$ cat src/rtl/pipe_pkg.sv
// Shared types and constants for the pipeline hazard sequencer.
// Optional stall counter in pipe_hazard_ctrl is enabled by HAZARD_STALL_CNT_EN.
package pipe_pkg;

   typedef enum logic {
      HZ_RUN  = 1'b0,
      HZ_HALT = 1'b1
   } hz_state_e;

   localparam int MD_LATENCY_DEF = 32;

   typedef struct packed {
      logic pc_we;
      logic ifid_we;
      logic ifid_flush;
      logic idex_we;
      logic idex_flush;
      logic exmem_we;
      logic memwb_we;
   } ctrl_bus_t;

   // Canonical control patterns, field order as in ctrl_bus_t
   localparam ctrl_bus_t CTRL_RESET  = 7'b0010100;
   localparam ctrl_bus_t CTRL_RUN    = 7'b1101011;
   localparam ctrl_bus_t CTRL_FREEZE = 7'b0000000;
   localparam ctrl_bus_t CTRL_BRANCH = 7'b1111111;
   localparam ctrl_bus_t CTRL_FRONT  = 7'b0001111;

endpackage

$ cat src/rtl/pipe_hazard_ctrl_md_busy_counter.sv
// Occupancy counter for a multi-cycle unit: load to LATENCY, count down to zero.
module md_busy_counter
   import pipe_pkg::*;
#(
   parameter int LATENCY = MD_LATENCY_DEF
) (
   input  logic clk,
   input  logic rst,
   input  logic load_i,
   output logic busy_o
);

   localparam int CW = $clog2(LATENCY + 1);

   logic [CW-1:0] cnt_q;
   logic [CW-1:0] cnt_d;

   always_comb begin
      cnt_d = cnt_q;
      if (load_i) begin
         cnt_d = CW'(LATENCY);
      end else if (cnt_q != '0) begin
         cnt_d = cnt_q - CW'(1);
      end
   end

   always_ff @(posedge clk) begin
      if (rst) begin
         cnt_q <= '0;
      end else begin
         cnt_q <= cnt_d;
      end
   end

   assign busy_o = (cnt_q != '0);

endmodule

$ cat src/rtl/pipe_hazard_ctrl.sv
// Stall/flush sequencer for the 5-stage pipeline: freeze, branch flush, front stall, halt FSM.
// Define HAZARD_STALL_CNT_EN to build the front-end stall-cycle counter.
module pipe_hazard_ctrl
   import pipe_pkg::*;
#(
   parameter int MD_LATENCY = MD_LATENCY_DEF,
   parameter int CNT_W      = 32
) (
   input  logic             clk,
   input  logic             rst,
   input  logic             bubble_req,
   input  logic             branch_taken,
   input  logic             md_start,
   input  logic             md_use,
   input  logic             mem_wait,
   input  logic             halt_req,
   input  logic             resume,
   output logic             pc_we,
   output logic             ifid_we,
   output logic             ifid_flush,
   output logic             idex_we,
   output logic             idex_flush,
   output logic             exmem_we,
   output logic             memwb_we,
   output logic             md_busy,
   output logic             halted,
   output logic [CNT_W-1:0] stall_cycles
);

   hz_state_e state_q;
   ctrl_bus_t ctrl;
   logic      md_busy_raw;
   logic      md_load;
   logic      go_halt;
   logic      front_stall;

   md_busy_counter #(
      .LATENCY (MD_LATENCY)
   ) u_md_cnt (
      .clk    (clk),
      .rst    (rst),
      .load_i (md_load),
      .busy_o (md_busy_raw)
   );

   assign go_halt = (state_q == HZ_RUN) && halt_req && !mem_wait && !branch_taken;

   // A bubble beats a mul/div issue; the ID instruction simply retries next cycle
   assign md_load = md_start && !md_busy_raw && !mem_wait && !branch_taken &&
                    !bubble_req && (state_q == HZ_RUN) && !rst;

   assign front_stall = bubble_req || (md_use && md_busy_raw) || (md_start && md_busy_raw) ||
                        (state_q == HZ_HALT) || go_halt;

   always_comb begin
      ctrl = CTRL_RUN;
      if (rst) begin
         ctrl = CTRL_RESET;
      end else if (mem_wait) begin
         ctrl = CTRL_FREEZE;
      end else if (branch_taken) begin
         ctrl = CTRL_BRANCH;
      end else if (front_stall) begin
         ctrl = CTRL_FRONT;
      end
   end

   always_ff @(posedge clk) begin
      if (rst) begin
         state_q <= HZ_RUN;
      end else begin
         case (state_q)
            HZ_RUN:  if (go_halt) state_q <= HZ_HALT;
            HZ_HALT: if (resume)  state_q <= HZ_RUN;
         endcase
      end
   end

   assign pc_we      = ctrl.pc_we;
   assign ifid_we    = ctrl.ifid_we;
   assign ifid_flush = ctrl.ifid_flush;
   assign idex_we    = ctrl.idex_we;
   assign idex_flush = ctrl.idex_flush;
   assign exmem_we   = ctrl.exmem_we;
   assign memwb_we   = ctrl.memwb_we;
   assign md_busy    = md_busy_raw && !rst;
   assign halted     = (state_q == HZ_HALT) && !rst;

`ifdef HAZARD_STALL_CNT_EN
   logic [CNT_W-1:0] stall_q;

   // Only RUN-state stalls count; HALT cycles are deliberate, not hazards
   always_ff @(posedge clk) begin
      if (rst) begin
         stall_q <= '0;
      end else if (!ctrl.pc_we && (state_q == HZ_RUN)) begin
         stall_q <= stall_q + {{(CNT_W-1){1'b0}}, 1'b1};
      end
   end

   assign stall_cycles = stall_q;
`else
   assign stall_cycles = '0;
`endif

endmodule

$ cat config.mk
export PLATFORM = sky130hd
export DESIGN_NAME = pipe_hazard_ctrl
export DESIGN_NICKNAME = d
export VERILOG_FILES = /design/src/rtl/pipe_pkg.sv /design/src/rtl/pipe_hazard_ctrl_md_busy_counter.sv /design/src/rtl/pipe_hazard_ctrl.sv
export SDC_FILE = /design/constraint.sdc
export NUM_CORES = 1
export LEC_CHECK = 0
export BUFFER_PORTS_ARGS = -buffer_cell sky130_fd_sc_hd__buf_2
export CAP_MARGIN = 20
export CORE_MARGIN = 8
export CORE_UTILIZATION = 40
export DETAILED_ROUTE_END_ITERATION = 10
export HOLD_SLACK_MARGIN = 0.03
export PLACE_DENSITY_LB_ADDON = 0.2
export SLEW_MARGIN = 40
export SYNTH_ARGS = -nofsm -noshare
export SYNTH_HDL_FRONTEND = slang
export SYNTH_SLANG_ARGS = --single-unit
$ cat constraint.sdc
create_clock -name clk -period 1.7 [get_ports clk]
set_clock_uncertainty 0.1 [all_clocks]
set_input_delay 0.17 -clock clk [delete_from_list [all_inputs] [get_ports clk]]
set_output_delay 0.17 -clock clk [all_outputs]
set_load 0.02 [all_outputs]
==> results of run 1 <==
==> report_power, final <==
part	leakage [uW]	internal, uW	switching (uW)
clock network	0.0000150	89.3	57.8
registers	0.0000594	241	68.1
logic	0.000320	349	355
==> critical path, delay by kind of cell, from the launching register on <==
family                 cells  cell delay (ns)
flip-flops                 1             0.35
AO/OA/AOI/OAI              2             0.35
buffers and inverters      1             0.13
AND/OR/NAND/NOR            1             0.34
==> registers in the layout (all words and copies together) (netlist names) <==
register	cells
u_md_cnt.cnt_q	6
state_q	1
==> timing repair <==
action,CTS,global route
buffers inserted,1,2
hold buffers,0,0
setup endpoints to repair,4,4
resized for setup,6,10
pin swaps,2,1
==> cells in the final DEF (no fill, tap or decap), types with 3 or more instances in the layout <==
master    instances
buf_2            14
buf_4             5
clkbuf_4          3
conb_1           32
dfxtp_1           3
dfxtp_2           3
inv_1             6
nand2_1           3
nor2_1            5
nor3_1            3
==> cells by family after synthesis <==
logic type / Yosys count / synth area share, %
other cells: 1 / 0.5391
flops: 7 / 20.14
fa+ha+maj: 2 / 3.597
mux: 1 / 1.619
xor+xnor: 3 / 3.778
buf+inv: 43 / 42.26
simple gates: 20 / 16.91
compound gates: 9 / 11.15
==> stage by stage <==
stage                     hold slack (ns)  worst slack, ns  setup TNS [ns]  cells  instance area, um2
final                              0.1017         0.007052               0    122               745.7
after global placement             0.3640           0.1501               0    115               654.4
after floorplan                    0.2662           0.1520               0    117               812.0
after CTS                         0.09153         0.002755               0    120               704.4
after global routing               0.1216         -0.06184         -0.1941    122               745.7
after detailed placement           0.3563           0.1258               0    115               654.4
==> path summary, 6_finish.rpt <==
check	start	to	depth (start not counted)
worst max-delay path	u_md_cnt.cnt_q[4]	pc_we	4
worst min-delay path	resume	state_q	3
worst min register to register	u_md_cnt.cnt_q[0]	u_md_cnt.cnt_q[0]	2
worst max register to register	u_md_cnt.cnt_q[2]	u_md_cnt.cnt_q[5]	3
==> per-layer routing <==
metal	wire, um	GRT usage [%]
met1	534	7.955
met2	666	12.06
met3	247	6.843
met4	0	2.098
met5	0	0
==> cell type report <==
| class | count | area [um2] | area share (%) |
|---|---|---|---|
| Multi-Input combinational cell | 67 | 397.9 | 53.36 |
| Sequential cell | 7 | 147.6 | 19.80 |
| Timing Repair Buffer | 21 | 130.1 | 17.45 |
| Clock buffer | 4 | 26.28 | 3.523 |
| Inverter | 6 | 22.52 | 3.020 |
| Tap cell | 17 | 21.27 | 2.852 |
==> qor.log, run 1 <==
[run_status] run status finished clean
[worst_setup_path] series of cell instances along the critical path nor4_4, o2bb2ai_2, a22o_1, buf_6
[worst_setup_path] Slowest Stage Delay on Critical Path 0.35 ns
[pwr] total power after layout 1160 uW
[pwr] power per cell area 1556 mW/mm2
[global_route] first-pass GRT wire length 2.139 mm
[worst_setup_path] Critical Path Start Type register
[sta] final-report max-slew violation count 0
[clocking] cts bufs inserted 3
[sta] setup violation total in the final timing report 0
[sta] part of the cycle the worst path needs 99.59%
[yosys] number of flip-flops and latches in the synthesized netlist 7
[yosys] sequential share of the synthesized area 20.14%
[routing] wire length reported by the detailed router 1.448 mm
[routing] Antenna Violating Nets Remaining 0
[floorplan] number of primary I/O pins 50
[yosys] most frequent cells after synthesis 35 x buf_4, 7 x dfxtp_1, 6 x inv_1, 5 x nor2_1
[run] count of max-cap constraint violations 0
[global_route] initial antenna violation count 0
[floorplan] Die Height 57.71 um
[clocking] clock-pin slew reported for the worst setup and hold paths after clock tree synthesis 0.05 ns
[layout] area added between synthesis and finish 7.194%
[routing] total vias in the final route 528
[yosys] Yosys warning total 0
[floorplan] core region area 0.001689 mm2
[routing] number of detailed-routing iterations run before antenna repair 4
[global_route] largest net degree at the start of global routing 12
[worst_setup_path] worst path required time 1.43 ns
[yosys] number of flops mapped to enable cells by yosys 0
[layout] fin nets 117
[placed_design] global placement routability congestion 0.7714
[sta] peak clock frequency supported by timing 590.7 MHz
[global_route] via count of the first global-routing pass 486
[worst_setup_path] type of element capturing the critical path output port
[yosys] synthesized area per cell 8.089 um2
[worst_setup_path] worst reg2reg setup slack 0.16 ns
[placed_design] I/O Buffers 17
[yosys] total standard cell area after synthesis 695.7 um2
[floorplan] die width 57.71 um
[worst_hold_path] worst min path class in2reg
[yosys] largest area contributor in the netlist buf_4
[yosys] share of the synthesized area in the top cell type 37.77%
[routing] Wirelength per Cell 11.87 um
[clocking] CTS tree yes
[layout] fraction of final layout cells with drive strength greater than 1 34.29%
[pwr] leakage power summed over all cells 0.0003942 uW
[routing] vias per cell 4.328
[yosys] biggest area contributors in the synthesized netlist buf_4 38%, dfxtp_1 20%, ha_1 3.6%
[floorplan] area of the die 0.003330 mm2
[clocking] clock sink count 7
[yosys] library cell with the highest instance count after synthesis buf_4
[worst_setup_path] start-to-end type of the worst setup path reg2out
[yosys] Synth async-reset ratio 0%
[layout] number of inserted diodes 0
[yosys] distinct cell type count after synthesis 31
[pwr] worst IR drop on VDD 0.9017 mV
[worst_setup_path] Data arrival, critical path 1.42 ns
[clocking] cell chosen for the clock root clkbuf_4
[global_route] overall routing resource usage 7.919%
[sta] min Tclk post-route 1.693 ns
[layout] filler cell count in the final layout 170
[routing] DRC viols 0
[layout] Final Core Density 44.15%
[worst_setup_path] master of the slowest instance on the critical path dfxtp_4
[clocking] htree depth 1
[clocking] buffer depth of the longest clock path 2
[global_route] residual overflow from global routing 0
[yosys] Post-Syn Instances 86
[sta] unrepaired setup endpoints after global routing yes
[floorplan] starting utilization of the core area 41.19%
[floorplan] placement row count 15
[sta] Final Hold Violating Endpoints 0
[worst_setup_path] peak fanout along the critical path 3
[placed_design] HPWL after detailed placement 1.157 mm
[clocking] insertion delay to the later sink of the worst-skew pair 0.25 ns
[yosys] Post-synth top flop dfxtp_1
[routing] detailed router's first-iteration violation count 4
Power figures use the tool's default switching activity.
==> run 2: changes to the inputs <==
--- a/config.mk
+++ b/config.mk
@@ -8,7 +8,8 @@
 export BUFFER_PORTS_ARGS = -buffer_cell sky130_fd_sc_hd__buf_2
 export CAP_MARGIN = 20
 export CORE_MARGIN = 8
-export CORE_UTILIZATION = 40
+export CORE_UTILIZATION = 41
+export CTS_BUF_LIST = sky130_fd_sc_hd__clkbuf_8
 export DETAILED_ROUTE_END_ITERATION = 10
 export HOLD_SLACK_MARGIN = 0.03
 export PLACE_DENSITY_LB_ADDON = 0.2
==> run 2 against run 1 <==
  * The run now ends with negative setup slack left
  * Largest power group unchanged
  * Die area down 1.8%
  * Count of clock-buffer cells in the layout down 1
  * Flip-flop and latch count unchanged
  * Non-clock buffer count unchanged
  * Core utilization up 3.0 points
  * Critical path depth up 1
  * Sequential power down 1%
  * Sequential share of layout area down 1.2 points
  * Cell count unchanged
  * Worst hold slack better by 0.023 ns
  * Final area up 4.5%
==> qor.log, run 2 (synthesis results as in run 1) <==
[worst_setup_path] Reg2Reg Depth 3 [unchanged]
[worst_setup_path] Critical Path Start Type register
[layout] number of inserted diodes 0 [unchanged]
[pwr] worst IR drop on VDD 0.8234 mV [-8.7%]
[routing] Antenna Violating Nets Remaining 0 [unchanged]
[run_status] failing checks negative setup slack
[clocking] insertion delay to the later sink of the worst-skew pair 0.23 ns [-0.02 ns]
[layout] top library cells by usage in the layout, fill and taps aside 32 x conb_1, 13 x buf_2, 7 x inv_1, 7 x buf_4
[layout] Largest register FFs 6 [unchanged]
[sta] Final Hold Violating Endpoints 0 [unchanged]
[worst_setup_path] worst path required time 1.43 ns [about the same]
[clocking] CTS tree yes
[worst_setup_path] master of the slowest instance on the critical path dfxtp_4
[floorplan] placement row count 15 [unchanged]
[clocking] clock-pin slew reported for the worst setup and hold paths after clock tree synthesis 0.04 ns [about the same]
[worst_setup_path] peak fanout along the critical path 2 [-1]
[global_route] residual overflow from global routing 0 [unchanged]
[sta] final-report max-slew violation count 0 [unchanged]
[clocking] hold bufs inserted after CTS 0 [unchanged]
[worst_setup_path] Data arrival, critical path 1.44 ns [+0.02 ns]
[pwr] total internal power 756.8 uW [+11%]
[global_route] initial antenna violation count 0 [unchanged]
[worst_hold_path] instance count along the most critical hold path 3 [unchanged]
[floorplan] area of the die 0.003271 mm2 [-1.8%]
[pwr] total power after layout 1252 uW [+7.9%]
[sta] peak clock frequency supported by timing 583.4 MHz [-1.2%]
[pwr] leakage power summed over all cells 0.0004081 uW [+3.5%]
[pwr] Sequential Power Share 24.3% [-2.3 points]
[clocking] clock sink count 7 [unchanged]
[clocking] buffer depth of the longest clock path 2 [unchanged]
[routing] number of detailed-routing iterations run before antenna repair 3 [-1]
[pwr] Sw Ratio 39.54% [-1.9 points]
[routing] total vias in the final route 510 [-3.4%]
[worst_setup_path] RR Startpoint u_md_cnt.cnt_q[0]
[routing] wire length reported by the detailed router 1.398 mm [-3.5%]
[worst_setup_path] endpoint of the lowest-slack register-to-register path u_md_cnt.cnt_q[5]
[floorplan] Die Height 57.19 um [-0.89%]
[routing] Wirelength per Cell 11.46 um [-3.5%]
[sta] unrepaired setup endpoints after global routing yes
[worst_setup_path] total buffers and inverters traversed by the critical path 2 [+1]
[layout] Final Core Density 47.20% [+3.0 points]
[clocking] htree depth 1 [unchanged]
[routing] detailed router's first-iteration violation count 6 [+2]
[floorplan] die width 57.19 um [-0.89%]
[layout] fraction of final layout cells with drive strength greater than 1 33.33% [-0.95 points]
[global_route] largest net degree at the start of global routing 12 [unchanged]
[worst_setup_path] type of element capturing the critical path output port
[pwr] sw power 494.9 uW [+2.8%]
[pwr] power per cell area 1606 mW/mm2 [+3.2%]
[worst_setup_path] logic depth of the worst setup path including buffers 5 [+1]
[clocking] cell chosen for the clock root clkbuf_8
[placed_design] I/O Buffers 17 [unchanged]
[pwr] Clock Power Share 17.9% [+5.2 points]
[sta] PnR worst setup slack -0.01416 ns [-0.02121 ns]
[layout] largest reg by FF count u_md_cnt.cnt_q
[pwr] part of the total power dissipated in combinational logic 57.7% [-3.0 points]
[placed_design] Post-DP Area 654.4 um2 [unchanged]
[floorplan] starting utilization of the core area 42.12% [+0.94 points]
[global_route] via count of the first global-routing pass 503 [+3.5%]
[run] count of max-cap constraint violations 0 [unchanged]
[routing] DRC viols 0 [unchanged]
[worst_setup_path] worst reg2reg setup slack 0.20 ns [+0.04 ns]
[layout] biggest registers after layout u_md_cnt.cnt_q x6, state_q x1
[placed_design] HPWL after detailed placement 1.144 mm [-1.2%]
[sta] setup violation total in the final timing report 3 [+3]
[worst_setup_path] series of cell instances along the critical path nor4_4, buf_4, o2bb2ai_4, a22o_1, buf_4
[placed_design] global placement routability congestion 0.7917 [+2.6%]
[sta] min Tclk post-route 1.714 ns [+0.02121 ns]
[layout] most common cell after layout, fill and taps aside conb_1
[worst_setup_path] Crit path top cell by count buf_4
[layout] area added between synthesis and finish 12.05%
[worst_setup_path] Slowest Stage Delay on Critical Path 0.34 ns [about the same]
[worst_setup_path] launching instance or port of the critical path u_md_cnt.cnt_q[4]
[layout] fin nets 117 [unchanged]
[layout] finished layout cell area 779.5 um2 [+4.5%]
[clocking] cts bufs inserted 3 [unchanged]
[routing] vias per cell 4.180 [-3.4%]
[floorplan] number of primary I/O pins 50 [unchanged]
[global_route] first-pass GRT wire length 2.228 mm [+4.2%]
[global_route] overall routing resource usage 8.445% [+0.53 points]
[worst_setup_path] critical path's top delay family flip-flops
[sta] part of the cycle the worst path needs 100.8% [+1.2 points]
[worst_hold_path] worst min path class in2reg
[worst_setup_path] start-to-end type of the worst setup path reg2out
[worst_setup_path] Critical path destination pc_we
[run_status] run status finished, violations left
[floorplan] core region area 0.001652 mm2 [-2.2%]
[run 2: metrics by stage]
step | setup WS, ns | setup TNS (ns) | hold slack [ns] | cells
floorplan | 0.1520 | 0 | 0.2662 | 117
global placement | 0.1574 | 0 | 0.3671 | 115
detailed placement | 0.1455 | 0 | 0.3591 | 115
CTS | -0.005060 | -0.005132 | 0.1190 | 121
global route | -0.06830 | -0.2033 | 0.1344 | 122
finish | -0.01416 | -0.03807 | 0.1245 | 122
[run 2: what timing repair did]
| action | in CTS | in global routing |
|---|---|---|
| pin swaps | 2 | 0 |
| resized for setup | 12 | 3 |
| setup endpoints to repair | 4 | 4 |
| setup buffers | 2 | 1 |
[run 2: worst register-to-register path, stage by stage, from the launching register on]
cell,delay (ns)
dfxtp_1,0.31
or3_4,0.41
o31a_1,0.25
o311a_1,0.32
[run 2: metal layers]
layer / vias to the layer above / wire length (um) / share of wire, % / global-route usage (%)
met2: 32 / 675 / 48 / 14.73
met5: - / 0 / 0 / 0
met3: 2 / 276 / 20 / 7.317
met4: 0 / 8 / 0.57 / 3.020
li1: 254 / - / - / -
met1: 222 / 438 / 31 / 6.607
[run 2: cell type report]
cell class / count / area [um2]
clock buffers: 3 / 41.29
clock inverters: 1 / 3.754
fillers: 180 / 872.1
inverters: 6 / 22.52
multi-input cells: 67 / 416.7
flip-flops and latches: 7 / 145.1
well taps: 17 / 21.27
repair buffers: 21 / 128.9
[run 2: power by group through the flow]
stage               clock [uW]  combinational, uW  sequential, uW
finish                     225                723             305
global route               247                796             314
CTS                        234                688             301
detailed placement           0                558             290
global placement             0                549             290
floorplan                    0                515             279
[run 2: how the worst min path moves through the flow]
stage                 from       to  slack, ns
global placement    resume  state_q       0.37
floorplan           resume  state_q       0.27
finish              resume  state_q       0.12
CTS                 resume  state_q       0.12
global route        resume  state_q       0.13
detailed placement  resume  state_q       0.36
==> run 3: changes to the inputs <==
--- a/config.mk
+++ b/config.mk
@@ -5,12 +5,14 @@
 export SDC_FILE = /design/constraint.sdc
 export NUM_CORES = 1
 export LEC_CHECK = 0
+export ABC_AREA = 1
 export BUFFER_PORTS_ARGS = -buffer_cell sky130_fd_sc_hd__buf_2
 export CAP_MARGIN = 20
 export CORE_MARGIN = 8
-export CORE_UTILIZATION = 41
+export CORE_UTILIZATION = 42
 export CTS_BUF_LIST = sky130_fd_sc_hd__clkbuf_8
 export DETAILED_ROUTE_END_ITERATION = 10
+export GPL_TIMING_DRIVEN = 0
 export HOLD_SLACK_MARGIN = 0.03
 export PLACE_DENSITY_LB_ADDON = 0.2
 export SLEW_MARGIN = 40
==> run 3 against run 2 <==
  * The flow now finishes without violations
  * Worst setup slack improved by 0.12 ns
  * Register-to-register slack better by 0.14 ns
  * Maximum frequency up 7.2%
  * Via count grew 31%
  * Count of clock-buffer cells in the layout stayed put
  * Global-route usage is 1.5 points higher
  * Combinational power is 20% higher
  * Non-clock buffer count increased by 38
  * Core utilization increased by 17 points
  * Power increased by 12%
  * Clock power is 3% higher
  * Largest power group unchanged
  * Highest routed layer is now met3
==> qor.log, run 3 <==
[run_status] run status finished clean
[floorplan] core region area 0.001670 mm2 [+1.1%]
[clocking] htree depth 1 [unchanged]
[run] count of max-cap constraint violations 0 [unchanged]
[floorplan] Die Height 57.50 um [+0.53%]
[worst_setup_path] master of the slowest instance on the critical path dfxtp_2
[yosys] distinct cell type count after synthesis 26 [-16%]
[layout] biggest registers after layout u_md_cnt.cnt_q x6, state_q x1
[worst_setup_path] Slowest Stage Delay on Critical Path 0.33 ns [about the same]
[routing] vias per cell 3.839 [-8.2%]
[global_route] initial antenna violation count 0 [unchanged]
[yosys] Synth async-reset ratio 0% [unchanged]
[sta] peak clock frequency supported by timing 625.3 MHz [+7.2%]
[layout] Post-Layout Cell Count 174 [+43%]
[yosys] number of flops mapped to enable cells by yosys 0 [unchanged]
[floorplan] area of the die 0.003306 mm2 [+1.1%]
[floorplan] starting utilization of the core area 43.30% [+1.2 points]
[worst_setup_path] type of element capturing the critical path output port
[yosys] most frequent cells after synthesis 35 x buf_4, 10 x inv_1, 9 x nand2_1, 9 x nor2_1, 7 x dfxtp_1
[worst_hold_path] Worst Hold Launch rst
[placed_design] HPWL after detailed placement 1.376 mm [+20%]
[routing] total vias in the final route 668 [+31%]
[global_route] largest net degree at the start of global routing 7 [-5]
[sta] min Tclk post-route 1.599 ns [-0.1150 ns]
[worst_setup_path] Reg2Reg Depth 7 [+4]
[pwr] leakage power summed over all cells 0.0006452 uW [+58%]
[pwr] worst IR drop on VDD 0.8891 mV [+8.0%]
[clocking] insertion delay to the later sink of the worst-skew pair 0.23 ns [about the same]
[pwr] power per cell area 1310 mW/mm2 [-18%]
[clocking] clock sink count 7 [unchanged]
[yosys] number of flip-flops and latches in the synthesized netlist 7 [unchanged]
[worst_hold_path] instance count along the most critical hold path 2 [-1]
[routing] DRC viols 0 [unchanged]
[routing] Antenna Violating Nets Remaining 0 [unchanged]
[routing] wire length reported by the detailed router 1.707 mm [+22%]
[layout] most common cell after layout, fill and taps aside buf_4
[clocking] CTS tree yes
[layout] fraction of final layout cells with drive strength greater than 1 48.41% [+15 points]
[yosys] largest area contributor in the netlist buf_4
[clocking] cts bufs inserted 3 [unchanged]
[placed_design] global placement routability congestion 0.7202 [-9.0%]
[worst_hold_path] Hold EP u_md_cnt.cnt_q[5]
[routing] Wirelength per Cell 9.810 um [-14%]
[floorplan] placement row count 15 [unchanged]
[yosys] synthesized area per cell 7.380 um2 [-8.8%]
[clocking] cell chosen for the clock root clkbuf_8
[placed_design] I/O Buffers 17 [unchanged]
[layout] area added between synthesis and finish 47.58%
[layout] top library cells by usage in the layout, fill and taps aside 42 x buf_4, 32 x conb_1, 16 x buf_2, 10 x inv_1
[worst_setup_path] Data arrival, critical path 1.33 ns [-0.11 ns]
[floorplan] number of primary I/O pins 50 [unchanged]
[sta] Setup TNS Final 0 ns [+0.03807 ns]
[placed_design] placed cell count 163 [+42%]
[yosys] total standard cell area after synthesis 723.2 um2 [+4.0%]
[global_route] residual overflow from global routing 0 [unchanged]
[yosys] Post-Syn Instances 98 [+14%]
[sta] PnR worst setup slack 0.1009 ns [+0.1150 ns]
[global_route] overall routing resource usage 9.932% [+1.5 points]
[worst_setup_path] series of cell instances along the critical path inv_2, ha_4, nand3_4, buf_4, nand2_1, inv_1, buf_2
[sta] unrepaired setup endpoints after global routing no
[placed_design] placement-stage worst setup slack 0.1042 ns [-0.04130 ns]
[worst_setup_path] RR Startpoint u_md_cnt.cnt_q[0]
[layout] number of inserted diodes 0 [unchanged]
[worst_setup_path] endpoint of the lowest-slack register-to-register path u_md_cnt.cnt_q[4]
[layout] Largest register FFs 6 [unchanged]
[layout] largest reg by FF count u_md_cnt.cnt_q
[worst_setup_path] start-to-end type of the worst setup path reg2out
[clocking] clock-pin slew reported for the worst setup and hold paths after clock tree synthesis 0.04 ns [about the same]
[layout] fin nets 169 [+44%]
[clocking] buffer depth of the longest clock path 2 [unchanged]
[yosys] Yosys warning total 0 [unchanged]
[yosys] biggest area contributors in the synthesized netlist buf_4 36%, dfxtp_1 19%, inv_1 5.2%
[yosys] share of the synthesized area in the top cell type 36.33% [-1.4 points]
[layout] filler cell count in the final layout 156 [-13%]
[sta] part of the cycle the worst path needs 94.07% [-6.8 points]
[worst_setup_path] peak fanout along the critical path 4 [+2]
[sta] final-report max-slew violation count 0 [unchanged]
[routing] number of detailed-routing iterations run before antenna repair 2 [-1]
[worst_setup_path] Critical Path Start Type register
[routing] detailed router's first-iteration violation count 7 [+1]
[worst_setup_path] launching instance or port of the critical path u_md_cnt.cnt_q[1]
[sta] setup violation total in the final timing report 0 [-3]
[sta] Final Hold Violating Endpoints 0 [unchanged]
[yosys] library cell with the highest instance count after synthesis buf_4
[worst_hold_path] worst min path class in2reg
[global_route] first-pass GRT wire length 2.670 mm [+20%]
[yosys] Post-synth top flop dfxtp_1
[yosys] sequential share of the synthesized area 19.38% [-0.77 points]
[global_route] via count of the first global-routing pass 614 [+22%]
[floorplan] die width 57.50 um [+0.53%]
[worst_setup_path] worst path required time 1.43 ns [about the same]
[worst_setup_path] worst reg2reg setup slack 0.34 ns [+0.14 ns]
run 3: cell count changes in the layout (fill, tap and decap cells not counted), moves of 2 or more:
| cell | before | now |
|---|---|---|
| buf_2 | 13 | 16 |
| buf_4 | 7 | 42 |
| inv_1 | 7 | 10 |
| inv_2 | 0 | 2 |
| nand2_1 | 3 | 9 |
| nand3_1 | 0 | 3 |
| nor2_1 | 5 | 9 |
| nor2_2 | 0 | 3 |
| nor3_1 | 3 | 0 |
run 3: per-stage QoR:
stage | utilization (%) | hold slack [ns] | power, uW | instance area (um2)
floorplan | - | 0.1324 | 882.7 | 839.6
global placement | 56.63 | 0.2601 | 968.8 | 945.9
detailed placement | 56.63 | 0.2610 | 1005 | 945.9
CTS | 62.85 | 0.06845 | 1366 | 1050
global route | 63.90 | 0.08833 | 1510 | 1067
finish | 63.90 | 0.07142 | 1398 | 1067
run 3: worst max path at each step:
stage / to / cells after the start
6_report: md_busy / 7
5_1_grt: ifid_we / 7
4_1_cts: pc_we / 6
3_5_place_dp: pc_we / 8
3_3_place_gp: pc_we / 8
2_1_floorplan: pc_we / 7
run 3: critical path: cells and delay by family, from the launching register on:
kind | cells | cell delay [ns]
flip-flops | 1 | 0.33
AND/OR/NAND/NOR | 2 | 0.20
adder cells (fa/ha/maj) | 1 | 0.13
buffers and inverters | 4 | 0.44
run 3: timing repair:
| action | 4_1_cts | 5_1_grt |
|---|---|---|
| endpoints found under the hold margin | 1 | 0 |
| pin swaps | 1 | 4 |
| endpoints found under the setup margin | 2 | 3 |
| resized for setup | 5 | 2 |
| hold buffers | 1 | 0 |
| buffers inserted | 4 | 3 |
run 3: where the power goes:
part	switching, uW	total (uW)	internal, uW
Sequential	67.7	302	234
Combinational	457	865	408
Clock	74.9	231	156
run 3: metal layers:
layer | wire [um] | vias up | share of wire, % | global-route usage [%]
met1 | 605 | 294 | 35 | 8.987
met5 | 0 | - | 0 | 0
li1 | - | 355 | - | -
met2 | 974 | 19 | 57 | 18.65
met3 | 127 | 0 | 7.4 | 3.587
met4 | 0 | 0 | 0 | 5.357
run 3: cell families after synthesis:
| group | share of synthesized area (%) |
|---|---|
| buffers and inverters | 42.04 |
| adder cells (fa/ha/maj) | 3.460 |
| flip-flops | 19.38 |
| AND/OR/NAND/NOR | 24.40 |
| other | 0.5185 |
| AO/OA/AOI/OAI | 6.575 |
| XOR/XNOR | 3.634 |
run 3: area by class of cell:
type	instances	area [um2]	share of cell area [%]
multi-input combinational	76	411.6	38.57
inverter	11	41.29	3.869
clock inverter	1	3.754	0.3517
sequential	7	142.6	13.36
buffer	34	255.2	23.92
timing repair buffer	25	150.1	14.07
tap	17	21.27	1.993
clock buffer	3	41.29	3.869
